`config.mk`:
```
export PLATFORM = sky130hd
export DESIGN_NAME = uart_tx_param
export DESIGN_NICKNAME = d
export VERILOG_FILES = /design/src/rtl/uart_pkg.sv /design/src/rtl/uart_baud_cnt.sv /design/src/rtl/uart_tx_param.sv
export SDC_FILE = /design/constraint.sdc
export NUM_CORES = 1
export LEC_CHECK = 0
export CAP_MARGIN = 30
export CORE_ASPECT_RATIO = 0.75
export CORE_MARGIN = 1
export CORE_UTILIZATION = 64
export DETAILED_ROUTE_END_ITERATION = 6
export DONT_BUFFER_PORTS = 1
export PLACE_DENSITY = 0.84
export SETUP_SLACK_MARGIN = 0.2
export SLEW_MARGIN = 20
export SYNTH_ARGS = -nofsm -noshare
export SYNTH_HDL_FRONTEND = slang
export SYNTH_HIERARCHICAL = 1
export SYNTH_SLANG_ARGS = --single-unit
export TNS_END_PERCENT = 5
```
`constraint.sdc`:
```
create_clock -name clk -period 4.4 [get_ports clk]
set_clock_uncertainty 0.05 [all_clocks]
set_input_delay 0.44 -clock clk [delete_from_list [all_inputs] [get_ports clk]]
set_output_delay 0.44 -clock clk [all_outputs]
set_load 0.02 [all_outputs]
```
`src/rtl/uart_pkg.sv`:
```
// Shared types and constants for the parameterised UART transmitter.
package uart_pkg;

  typedef enum logic [2:0] {
    ST_IDLE,
    ST_START,
    ST_DATA,
    ST_PARITY,
    ST_STOP
  } tx_state_e;

  localparam logic [1:0] PAR_NONE     = 2'b00;
  localparam logic [1:0] PAR_EVEN     = 2'b01;
  localparam logic [1:0] PAR_ODD      = 2'b10;
  localparam logic [1:0] PAR_NONE_ALT = 2'b11;

  localparam int unsigned MIN_DIV = 2;

  // A parity bit is sent only for the even and odd encodings.
  function automatic logic parity_en(input logic [1:0] mode);
    return (mode == PAR_EVEN) || (mode == PAR_ODD);
  endfunction

endpackage

```
`src/rtl/uart_baud_cnt.sv`:
```
// Bit-period down-counter: reloaded at each bit boundary, ticks when it hits zero.
module uart_baud_cnt #(
  parameter int unsigned DIV_W = 12
) (
  input  logic             clk,
  input  logic             reset,
  input  logic             load_i,
  input  logic [DIV_W-1:0] load_val_i,
  output logic             bit_tick
);

  logic [DIV_W-1:0] cnt_q, cnt_d;

  // Load wins; otherwise count down and hold at zero.
  always_comb begin
    cnt_d = cnt_q;
    if (load_i) begin
      cnt_d = load_val_i;
    end else if (cnt_q != '0) begin
      cnt_d = cnt_q - DIV_W'(1);
    end
  end

  // Counter register.
  always_ff @(posedge clk or negedge reset) begin
    if (!reset) begin
      cnt_q <= '0;
    end else begin
      cnt_q <= cnt_d;
    end
  end

  assign bit_tick = (cnt_q == '0);

endmodule

```
`src/rtl/uart_tx_param.sv`:
```
// UART transmitter with per-frame data width, parity, stop bits and divisor,
// fronted by a one-entry holding buffer so frames can be queued mid-frame.
module uart_tx_param
  import uart_pkg::*;
#(
  parameter int unsigned DATA_W = 8,
  parameter int unsigned DIV_W  = 12
) (
  input  logic              clk,
  input  logic              reset,
  input  logic [DATA_W-1:0] tx_data,
  input  logic              tx_valid,
  output logic              tx_ready,
  input  logic [3:0]        cfg_nbits,
  input  logic [1:0]        cfg_parity,
  input  logic              cfg_stop2,
  input  logic [DIV_W-1:0]  cfg_div,
  output logic              txd,
  output logic              busy
);

  localparam logic [3:0]       NB_MAX  = 4'(DATA_W);
  localparam logic [DIV_W-1:0] DIV_MIN = DIV_W'(MIN_DIV);

  // Holding buffer (config stored already normalised).
  logic              hold_full_q, hold_full_d;
  logic [DATA_W-1:0] hold_data_q, hold_data_d;
  logic [3:0]        hold_nbits_q, hold_nbits_d;
  logic [1:0]        hold_par_q, hold_par_d;
  logic              hold_stop2_q, hold_stop2_d;
  logic [DIV_W-1:0]  hold_div_q, hold_div_d;

  // Active frame.
  tx_state_e         state_q, state_d;
  logic [DATA_W-1:0] sh_q, sh_d;
  logic [3:0]        nbits_q, nbits_d;
  logic [1:0]        par_mode_q, par_mode_d;
  logic              stop2_q, stop2_d;
  logic [DIV_W-1:0]  div_q, div_d;
  logic [3:0]        bit_idx_q, bit_idx_d;
  logic              stop_idx_q, stop_idx_d;
  logic              par_acc_q, par_acc_d;
  logic              txd_q, txd_d;
  logic              busy_q, busy_d;
  logic              rdy_q, rdy_d;

  logic              hs_c;
  logic              drain_c;
  logic              cnt_load_c;
  logic [DIV_W-1:0]  cnt_load_val_c;
  logic              bit_tick;
  logic [3:0]        nbits_eff_c;
  logic [DIV_W-1:0]  div_eff_c;

  assign hs_c        = tx_valid & rdy_q;
  assign nbits_eff_c = ((cfg_nbits == 4'd0) || (cfg_nbits > NB_MAX)) ? NB_MAX : cfg_nbits;
  assign div_eff_c   = (cfg_div < DIV_MIN) ? DIV_MIN : cfg_div;

  uart_baud_cnt #(.DIV_W(DIV_W)) u_baud (
    .clk        (clk),
    .reset      (reset),
    .load_i     (cnt_load_c),
    .load_val_i (cnt_load_val_c),
    .bit_tick   (bit_tick)
  );

  // Frame sequencing, shift register, counter control and holding buffer.
  always_comb begin
    state_d        = state_q;
    sh_d           = sh_q;
    nbits_d        = nbits_q;
    par_mode_d     = par_mode_q;
    stop2_d        = stop2_q;
    div_d          = div_q;
    bit_idx_d      = bit_idx_q;
    stop_idx_d     = stop_idx_q;
    par_acc_d      = par_acc_q;
    txd_d          = txd_q;
    busy_d         = busy_q;
    drain_c        = 1'b0;
    cnt_load_c     = 1'b0;
    cnt_load_val_c = div_q - DIV_W'(1);

    unique case (state_q)
      ST_IDLE: begin
        txd_d  = 1'b1;
        busy_d = 1'b0;
        if (hold_full_q) begin
          drain_c = 1'b1;
        end
      end
      ST_START: begin
        if (bit_tick) begin
          state_d    = ST_DATA;
          txd_d      = sh_q[0];
          par_acc_d  = sh_q[0];
          sh_d       = sh_q >> 1;
          bit_idx_d  = 4'd1;
          cnt_load_c = 1'b1;
        end
      end
      ST_DATA: begin
        if (bit_tick) begin
          cnt_load_c = 1'b1;
          if (bit_idx_q == nbits_q) begin
            if (parity_en(par_mode_q)) begin
              state_d = ST_PARITY;
              txd_d   = par_acc_q ^ (par_mode_q == PAR_ODD);
            end else begin
              state_d    = ST_STOP;
              txd_d      = 1'b1;
              stop_idx_d = 1'b0;
            end
          end else begin
            txd_d     = sh_q[0];
            par_acc_d = par_acc_q ^ sh_q[0];
            sh_d      = sh_q >> 1;
            bit_idx_d = bit_idx_q + 4'd1;
          end
        end
      end
      ST_PARITY: begin
        if (bit_tick) begin
          state_d    = ST_STOP;
          txd_d      = 1'b1;
          stop_idx_d = 1'b0;
          cnt_load_c = 1'b1;
        end
      end
      ST_STOP: begin
        if (bit_tick) begin
          if (stop2_q && !stop_idx_q) begin
            stop_idx_d = 1'b1;
            txd_d      = 1'b1;
            cnt_load_c = 1'b1;
          end else if (hold_full_q) begin
            drain_c = 1'b1;
          end else begin
            state_d = ST_IDLE;
            txd_d   = 1'b1;
            busy_d  = 1'b0;
          end
        end
      end
      default: begin
        state_d = ST_IDLE;
        txd_d   = 1'b1;
        busy_d  = 1'b0;
      end
    endcase

    // Move the buffered frame into the shift register and start it.
    if (drain_c) begin
      state_d        = ST_START;
      txd_d          = 1'b0;
      busy_d         = 1'b1;
      sh_d           = hold_data_q;
      nbits_d        = hold_nbits_q;
      par_mode_d     = hold_par_q;
      stop2_d        = hold_stop2_q;
      div_d          = hold_div_q;
      bit_idx_d      = 4'd0;
      stop_idx_d     = 1'b0;
      par_acc_d      = 1'b0;
      cnt_load_c     = 1'b1;
      cnt_load_val_c = hold_div_q - DIV_W'(1);
    end
  end

  // Holding buffer: a write in the same cycle as a drain refills it.
  always_comb begin
    hold_full_d  = hold_full_q;
    hold_data_d  = hold_data_q;
    hold_nbits_d = hold_nbits_q;
    hold_par_d   = hold_par_q;
    hold_stop2_d = hold_stop2_q;
    hold_div_d   = hold_div_q;
    if (drain_c) begin
      hold_full_d = 1'b0;
    end
    if (hs_c) begin
      hold_full_d  = 1'b1;
      hold_data_d  = tx_data;
      hold_nbits_d = nbits_eff_c;
      hold_par_d   = cfg_parity;
      hold_stop2_d = cfg_stop2;
      hold_div_d   = div_eff_c;
    end
    rdy_d = ~hold_full_d;
  end

  // State and datapath registers.
  always_ff @(posedge clk or negedge reset) begin
    if (!reset) begin
      state_q      <= ST_IDLE;
      sh_q         <= '0;
      nbits_q      <= '0;
      par_mode_q   <= PAR_NONE;
      stop2_q      <= 1'b0;
      div_q        <= '0;
      bit_idx_q    <= '0;
      stop_idx_q   <= 1'b0;
      par_acc_q    <= 1'b0;
      txd_q        <= 1'b1;
      busy_q       <= 1'b0;
      rdy_q        <= 1'b1;
      hold_full_q  <= 1'b0;
      hold_data_q  <= '0;
      hold_nbits_q <= '0;
      hold_par_q   <= PAR_NONE;
      hold_stop2_q <= 1'b0;
      hold_div_q   <= '0;
    end else begin
      state_q      <= state_d;
      sh_q         <= sh_d;
      nbits_q      <= nbits_d;
      par_mode_q   <= par_mode_d;
      stop2_q      <= stop2_d;
      div_q        <= div_d;
      bit_idx_q    <= bit_idx_d;
      stop_idx_q   <= stop_idx_d;
      par_acc_q    <= par_acc_d;
      txd_q        <= txd_d;
      busy_q       <= busy_d;
      rdy_q        <= rdy_d;
      hold_full_q  <= hold_full_d;
      hold_data_q  <= hold_data_d;
      hold_nbits_q <= hold_nbits_d;
      hold_par_q   <= hold_par_d;
      hold_stop2_q <= hold_stop2_d;
      hold_div_q   <= hold_div_d;
    end
  end

  assign txd      = txd_q;
  assign busy     = busy_q;
  assign tx_ready = rdy_q;

endmodule

```
=== Yosys cells after proc, flatten, opt, wreduce, memory -nomap -nowiden ===
Index checks and enable logic that the tools add are counted.

* Register bits: 79
* Logic and storage cells: 129
* Input port bits: 30
* Output and inout bits: 3

* Add/sub/neg operators: 4
* Reductions and logical operators: 17
* Magnitude comparators: 2
* Equal/unequal tests: 20
* Muxes and demuxes: 63
* Bitwise logic cells: 4

{| class="wikitable"
|+ Operators by type and width
! cell !! number
|-
| 2-to-1 mux 12 bit || 4
|-
| subtractor 12 x 1 -> 12 bit, second input constant || 3
|-
| 2-to-1 mux 1 bit || 32
|-
| 2-to-1 mux 8 bit || 4
|-
| != test 3 bit, second input constant || 10
|-
| 2-to-1 mux 3 bit || 9
|-
| 2-to-1 mux 4 bit || 5
|-
| case mux 8 bit (2 select lines) || 1
|-
| case mux 3 bit (5 select lines) || 1
|-
| zero test 12 bit || 1
|-
| < comparator 12 x 2 -> 1 bit, second input constant || 1
|-
| nonzero test 12 bit || 1
|-
| case mux 1 bit (2 select lines) || 4
|-
| case mux 4 bit (2 select lines) || 1
|-
| AND reduction 4 bit || 2
|-
| AND reduction 8 bit || 1
|-
| AND reduction 7 bit || 1
|-
| == test 3 x 2 -> 1 bit, second input constant || 2
|-
| AND reduction 5 bit || 1
|-
| adder 4 x 1 -> 4 bit, second input constant || 1
|-
| == test 4 bit || 1
|-
| greater-than comparator 4 bit, second input constant || 1
|-
| zero test 4 bit || 1
|-
| != test 4 bit, second input constant || 1
|-
| 19 further kinds || 21
|}

=== Logic depth before layout (Yosys ltp) ===
Gate-level depths: netlist of run 1.

* Depth after elaboration: 8
* Mapped depth: 16
* Mapped depth without buffers: 13

=== Cells and area by module ===
Netlist of run 1, hierarchy kept.

{| class="wikitable"
|+ Modules (own cells, without submodules)
! module !! cells an instance !! area each (µm²) !! instances
|-
| uart_tx_param || 354 || 3477.1 || 1
|-
| uart_baud_cnt || 77 || 748.2 || 1
|}

=== Worst setup path before layout of run 1 ===
OpenSTA, ideal clock, no wires.

* Kind: reg2reg
* From: register u_baud.cnt_q[0]
* To: register u_baud.cnt_q[4]
* Buffers on the path: 3
* Library setup time: 0.124 ns
* Required time: 4.226 ns
* Cell stages (with the launch flop): 17
* Slack: 1.259 ns
* Arrival time: 2.967 ns
* Path through: dfrtp_1 inv_1 ha_1 nor4b_2 and4b_1 buf_6 nand2_1 o31a_1 buf_6 clkbuf_1 mux2i_1 ha_1 nand2_1 xnor2_1 nand2_1 o21ai_0 a2bb2oi_1

* Word-level cells in the longest chain between the ends: 5

{| class="wikitable"
|+ RTL lines
! element !! line !! source
|-
| start, declared || uart_baud_cnt.sv:12 || <nowiki>logic [DIV_W-1:0] cnt_q, cnt_d;</nowiki>
|-
| start signal, assigned || uart_baud_cnt.sv:29 || <nowiki>cnt_q <= cnt_d;</nowiki>
|-
| zero test 12 bit || uart_baud_cnt.sv:33 || <nowiki>assign bit_tick = (cnt_q == '0);</nowiki>
|-
| via bit_tick || uart_tx_param.sv:51 || <nowiki>logic bit_tick;</nowiki>
|-
| 2-to-1 mux 1 bit || uart_tx_param.sv:131 || <nowiki>if (bit_tick) begin</nowiki>
|-
| case mux 1 bit (2 select lines) || uart_tx_param.sv:84 || <nowiki>unique case (state_q)</nowiki>
|-
| 2-to-1 mux 12 bit || uart_tx_param.sv:153 || <nowiki>if (drain_c) begin</nowiki>
|-
| via cnt_load_val_c[4] || uart_tx_param.sv:50 || <nowiki>logic [DIV_W-1:0] cnt_load_val_c;</nowiki>
|-
| 2-to-1 mux 12 bit || uart_baud_cnt.sv:17 || <nowiki>if (load_i) begin</nowiki>
|}

The timed path passes the listed nets, and every way through them passes these cells. The select of a mux whose other input is x is not followed.
A chain may end at the register's enable or synchronous reset.

=== Final worst setup path of run 1 ===
Ends and elaborated chain as after synthesis.

==> run_results.csv, run 1 <==
group,metric,value,unit
placed_design,dp_cells,494,
timing,max_freq,0.2861,GHz
die,start_util,66.54,%
worst_setup_path,reg2reg_from,"u_baud/cnt_q[0]$_DFFE_PN0P_",
clock_tree,clock_latency,0.36,ns
detailed_routing,drc,0,
die,die_x,95.82,um
grt,antenna_found_initial,0,
detailed_routing,drt_iter0_drc,342,
die,fp.dieH,72.37,um
grt,grt_util_all_layers,30.05,%
detailed_routing,routed-via-count,3362,
timing,rsz0062_at_grt,"no",
die,fp.dieArea,6934,sq um
synthesis,seq_area_frac_synth,46.85,%
worst_setup_path,start_kind,"flop",
grt,grt_pass1_wl,15540,um
timing,drv_slew,0,
synthesis,synth-edff-count,0,
synthesis,yosys_most_used_dff,"dfrtp_1",
die,ios,33,
final_layout,finalNetCount,462,
timing,setup_tns,0,ns
timing,period_share,79.44,%
power,ir_worst_vdd,365.7,uV
die,row_count,25,
clock_tree,numCtsBuffers,9,
detailed_routing,wl_per_cell,18.69,um
clock_tree,tritoncts,"yes",
synthesis,netlist_top_cells_area,"dfrtp_1, nand2_1, mux2_2",
clock_tree,cts_root_buf,"clkbuf_8",
timing,whs,0.1473,ns
synthesis,synth_warnings,6,
detailed_routing,wirelength,9587,um
detailed_routing,ant_nets,0,
grt,grt_pass1_vias,3082,
timing,setup_viol,0,
synthesis,syn-num-nets,466,
worst_setup_path,cp-startpoint,"u_baud/cnt_q[0]$_DFFE_PN0P_",
final_layout,antennaDiodeCount,0,
clock_tree,post_cts_resize_count,0,
run_status,status,"completed",
worst_hold_path,min_from,"cfg_div[1]",
die,core,6350,sq um
final_layout,fillCellCount,440,
grt,grt_overflow_total,0,
synthesis,synth_area,4225,sq um
synthesis,postSynthAreaPerCell,9.803,sq um
synthesis,synth_cells,431,
power,p_total,1611,uW
worst_setup_path,cp.required,4.63,ns
synthesis,ys_ff_latch,79,
worst_hold_path,hold_path.class,"in -> reg",
power,p_leak,0.001988,uW
clock_tree,cts_max_level,3,
timing,hold_viol_final,0,
worst_setup_path,critPathKind,"reg -> reg",
worst_setup_path,cp_max_fo,7,
final_layout,finalNonFillerCells,513,
worst_hold_path,whs_path_depth,2,
clock_tree,clk_path_buf_depth,2,
placed_design,port_buffers,0,
synthesis,synth_top_area_share,45.60,%
power,power_density,356.0,nW/um^2
worst_setup_path,worstPathArrival,3.72,ns
placed_design,place_hpwl,6609,um
synthesis,netlist-cell-type-count,64,
timing,min_period,3.495,ns
synthesis,ys_async_sr_fraction,100.0,%
clock_tree,cts.sink_count,79,
timing,relSlewSlack,49.44,%
detailed_routing,first_pass_iters,5,
grt,grt_max_degree,80,
worst_setup_path,r2r_setup_slack,0.90,ns
synthesis,yosys.area.top_type,"dfrtp_1",
timing,tightest_slew,0.7568,ns
placed_design,place_congestion,0.9799,
clock_tree,path_clk_slew,0.09,ns
worst_setup_path,worstSetupEndpointType,"flop",
final_layout,drive_gt1_share,14.12,%
final_layout,synthToLayoutAreaGrowth,7.077,%
job,max_cap_viol_count,0,
detailed_routing,via_per_inst,6.554,
worst_setup_path,reg2regPathDepth,12,
-- cells by family after synthesis --
kind of cell,after synthesis,synth area share [%]
AOI/OAI and AO/OA,93,14.87
xor gates and xnor gates,22,4.560
adders and majority gates,5,1.481
buffers and inverters,39,3.849
DFF,79,46.85
muxes,36,9.594
and+or+nand+nor,157,18.80
-- flip-flops by register name, summed over array words and instances, names as in the netlist, 3 cells and up --
name / count
u_baud/cnt_q: 12
hold_nbits_q: 4
sh_q: 8
div_q: 12
bit_idx_q: 4
hold_div_q: 12
nbits_q: 4
state_q: 3
hold_data_q: 8
-- critical path, stage by stage (launching register included) --
cell       delay (ns)
dfrtp_1          0.41
inv_1            0.13
ha_1             0.22
nor4b_2          0.33
and4b_1          0.27
nand2_1          0.12
o31a_1           0.47
mux2i_1          0.42
ha_1             0.38
nand2_1          0.10
xor2_1           0.15
o21ai_0          0.20
a2bb2oi_1        0.17
-- cell type report --
class | count | area, sq um | share of cell area, %
repair buffers | 7 | 82.58 | 1.825
well taps | 81 | 101.3 | 2.240
clock buffers | 10 | 137.6 | 3.042
clock inverters | 6 | 76.32 | 1.687
flip-flops and latches | 79 | 1979 | 43.75
multi-input cells | 313 | 2083 | 46.05
inverters | 17 | 63.81 | 1.410
-- stage by stage --
stage                     instance area (sq um)  utilization, %  setup WS (ns)
final                                      4524           71.25         0.9048
after global routing                       4524           71.25         0.7332
after CTS                                  4509           71.01         0.9805
after detailed placement                   4258           67.05          1.035
after global placement                     4258           67.05          1.179
after floorplan                            4225               -          1.259
-- what timing repair did --
action / in CTS / in global routing
buffers inserted: 0 / 0
setup endpoints to repair: 0 / 0
endpoints found under the hold margin: 79 / 0
hold buffers: 2 / 0
-- per-layer routing --
metal	wire [um]	part of all wire, %	global-route usage [%]	vias to the layer above
met5	0	0	0	-
met4	129	1.3	7.629	0
met3	853	8.9	8.700	18
met2	4189	44	41.67	192
met1	4415	46	46.26	1620
li1	-	-	-	1532
-- synthesized netlist by cell type (3+ instances only) --
library cell / n
o31ai_1: 3
o21ai_1: 3
ha_1: 5
nor4_1: 5
nor2b_1: 6
o21ai_0: 27
and2_1: 3
nand4_1: 3
nand3b_1: 3
o211ai_1: 3
nand3_1: 3
a21oi_1: 17
mux2i_1: 9
inv_1: 16
xor2_1: 7
a222oi_1: 7
buf_1: 4
nor3_1: 10
nand4b_1: 4
dfrtp_1: 77
nand2_1: 80
xnor2_1: 15
nor2_1: 18
a2bb2oi_1: 5
clkbuf_1: 15
or3_1: 3
nand2b_1: 6
mux2_2: 26
-- final timing paths --
path                                          endpoint
setup / recovery           u_baud/cnt_q[4]$_DFFE_PN0P_
hold / removal               hold_div_q[1]$_DFFE_PN0P_
setup reg to reg           u_baud/cnt_q[4]$_DFFE_PN0P_
hold reg to reg              par_mode_q[1]$_DFFE_PN0N_
max in group asynchronous           tx_ready$_DFF_PN1_
min in group asynchronous     bit_idx_q[3]$_DFFE_PN0P_
-- power breakdown --
part,switching [uW],internal [uW]
clock,290,288
combinational,53.3,80.1
sequential,81.9,818
total,425,1190
-- placed cells by master, fill, tap and decap left out, types with 3 or more instances in the layout --
master,Yosys,layout
o21ai_0,27,27
and2_1,3,3
a222oi_1,7,7
xnor2_1,15,15
xor2_1,7,7
clkbuf_8,0,10
o21ai_1,3,3
nand3_1,3,3
a21oi_1,17,17
nand2_1,80,80
nand4_1,3,3
mux2_2,26,26
nor2b_1,6,6
a2bb2oi_1,5,5
inv_1,16,16
nor4_1,5,5
ha_1,5,5
nand2b_1,6,6
nand3b_1,3,3
mux2i_1,9,9
nor3_1,10,10
dfrtp_1,77,77
o211ai_1,3,3
nor2_1,18,18
or3_1,3,3
buf_4,0,4
nand4b_1,4,4
o31ai_1,3,3
(Power assumes the default switching activity.)
==> inputs of run 2 (changes only) <==
==> constraint.sdc (replaced) <==
create_clock -name clk -period 3.58 [get_ports clk]
set_clock_uncertainty 0.05 [all_clocks]
set_input_delay 0.358 -clock clk [delete_from_list [all_inputs] [get_ports clk]]
set_output_delay 0.358 -clock clk [all_outputs]
set_load 0.02 [all_outputs]
==> run_results.csv, run 2 (same netlist as run 1, synthesis figures left out) <==
group,metric,value,unit
clock_tree,clock_latency,0.36,ns
timing,hold_viol_final,0,
timing,tightest_slew,0.7285,ns
worst_setup_path,cp_common_cell,"nand2_1",
clock_tree,cts_root_buf,"clkbuf_8",
timing,setup_tns,0,ns
clock_tree,cts.sink_count,79,
timing,rsz0062_at_grt,"no",
timing,period_share,88.07,%
timing,drv_slew,0,
clock_tree,path_clk_slew,0.08,ns
placed_design,port_buffers,0,
detailed_routing,drc,1,
worst_hold_path,hold_path.class,"in -> reg",
placed_design,place_congestion,0.9144,
clock_tree,clk_path_buf_depth,2,
clock_tree,tritoncts,"yes",
die,ios,33,
detailed_routing,first_pass_iters,7,
power,p_leak,0.002007,uW
final_layout,drive_gt1_share,15.10,%
worst_setup_path,start_kind,"flop",
grt,grt_util_all_layers,29.19,%
worst_setup_path,crit_slowest_cell,"dfrtp_1",
worst_setup_path,cp_max_fo,40,
job,max_cap_viol_count,0,
grt,grt_pass1_vias,2979,
final_layout,final_util,71.68,%
die,die_x,95.82,um
grt,grt_pass1_wl,14940,um
worst_setup_path,crit_chain,"inv_1, ha_1, nor4b_4, and4b_1, nand2_1, o31a_1, buf_6, mux2i_4, inv_2, nor4b_2, xor2_1, nand2_1, o311ai_1",
grt,antenna_found_initial,0,
final_layout,finalNetCount,467,
detailed_routing,ant_nets,0,
die,row_count,25,
final_layout,fillCellCount,419,
timing,max_freq,0.3172,GHz
worst_setup_path,cp.required,3.79,ns
final_layout,final_common_cell,"nand2_1",
final_layout,synthToLayoutAreaGrowth,7.729,%
detailed_routing,wl_per_cell,17.85,um
detailed_routing,via_per_inst,6.459,
final_layout,antennaDiodeCount,0,
detailed_routing,routed-via-count,3346,
timing,relSlewSlack,51.25,%
run_status,violations,"DRC",
detailed_routing,wirelength,9248,um
worst_setup_path,slowest_delay,0.41,ns
power,ir_worst_vdd,421.9,uV
timing,setup_viol,0,
grt,grt_max_degree,80,
die,fp.dieArea,6934,sq um
run_status,status,"complete, but fails checks",
die,fp.dieH,72.37,um
final_layout,layout_common_cells,"nand2_1, dfrtp_1, o21ai_0",
worst_setup_path,critPathKind,"reg -> reg",
worst_setup_path,worstPathArrival,3.36,ns
power,power_density,413.5,nW/um^2
placed_design,place_hpwl,6508,um
detailed_routing,drt_iter0_drc,372,
timing,layout_setup_ws,0.4271,ns
placed_design,pre_cts_ws,0.3012,ns
timing,min_period,3.153,ns
die,core,6350,sq um
final_layout,top_regs,"div_q x12, hold_div_q x12, u_baud/cnt_q x12",
clock_tree,cts_max_level,3,
worst_setup_path,worstSetupEndpointType,"flop",
final_layout,multiInputGateArea,2105,sq um
clock_tree,numCtsBuffers,9,
grt,grt_overflow_total,0,
die,start_util,66.54,%
final_layout,final-seq-area,1979,sq um
[run 2: final timing paths]
| path | endpoint | slack (ns) | depth (start not counted) | start |
|---|---|---|---|---|
| worst max-delay path | u_baud/cnt_q[9]$_DFFE_PN0P_ | 0.43 | 13 | u_baud/cnt_q[0]$_DFFE_PN0P_ |
| worst min-delay path | hold_div_q[1]$_DFFE_PN0P_ | 0.08 | 2 | cfg_div[1] |
| worst max register to register | u_baud/cnt_q[9]$_DFFE_PN0P_ | 0.43 | 13 | u_baud/cnt_q[0]$_DFFE_PN0P_ |
| worst min register to register | nbits_q[1]$_DFFE_PN0N_ | 0.44 | 2 | hold_nbits_q[1]$_DFFE_PN0P_ |
| max in group asynchronous | txd$_DFFE_PN1P_ | 2.63 | 2 | reset |
| min in group asynchronous | sh_q[3]$_DFFE_PN0P_ | 0.51 | 2 | reset |
[run 2: metal layers]
metal / routed length [um] / GRT usage, %
met5: 0 / 0
met4: 99 / 7.629
met3: 786 / 7.862
met2: 4002 / 39.44
met1: 4360 / 46.21
[run 2: worst max-delay path: cells and delay by family (launching register included)]
family | cells | cell delay, ns
adder cells (fa/ha/maj) | 1 | 0.22
flip-flops | 1 | 0.41
multiplexers | 1 | 0.26
AND/OR/NAND/NOR | 5 | 1.05
XOR/XNOR | 1 | 0.21
AO/OA/AOI/OAI | 2 | 0.43
buffers and inverters | 3 | 0.42
[run 2: metrics by stage]
stage | area, sq um | power [uW] | hold WS, ns | cells
floorplan | 4225 | 1205 | 0.01241 | 431
global placement | 4280 | 1245 | 0.01596 | 497
detailed placement | 4280 | 1264 | 0.01608 | 497
CTS | 4501 | 1889 | 0.07312 | 515
global route | 4552 | 1948 | 0.07326 | 518
finish | 4552 | 1882 | 0.08064 | 518
[run 2: what timing repair did]
item	4_1_cts	5_1_grt
hold buffers	2	0
endpoints found under the setup margin	0	7
endpoints found under the hold margin	79	0
buffers inserted	0	2
gates resized for setup	0	4
[run 2: report_power, final]
part	internal, uW	switching (uW)	total (uW)	leakage (uW)
combinational	98.0	66.0	164	0.000946
clock	276	338	613	0.0000861
sequential	1010	99.0	1100	0.000975
[run 2: final cells by class]
| cell class | count | share of cell area [%] |
|---|---|---|
| multi-input cells | 313 | 46.23 |
| flip-flops and latches | 79 | 43.49 |
| clock buffers | 11 | 3.106 |
| repair buffers | 12 | 2.639 |
| well taps | 81 | 2.226 |
| inverters | 17 | 1.402 |
| clock inverters | 5 | 0.9071 |
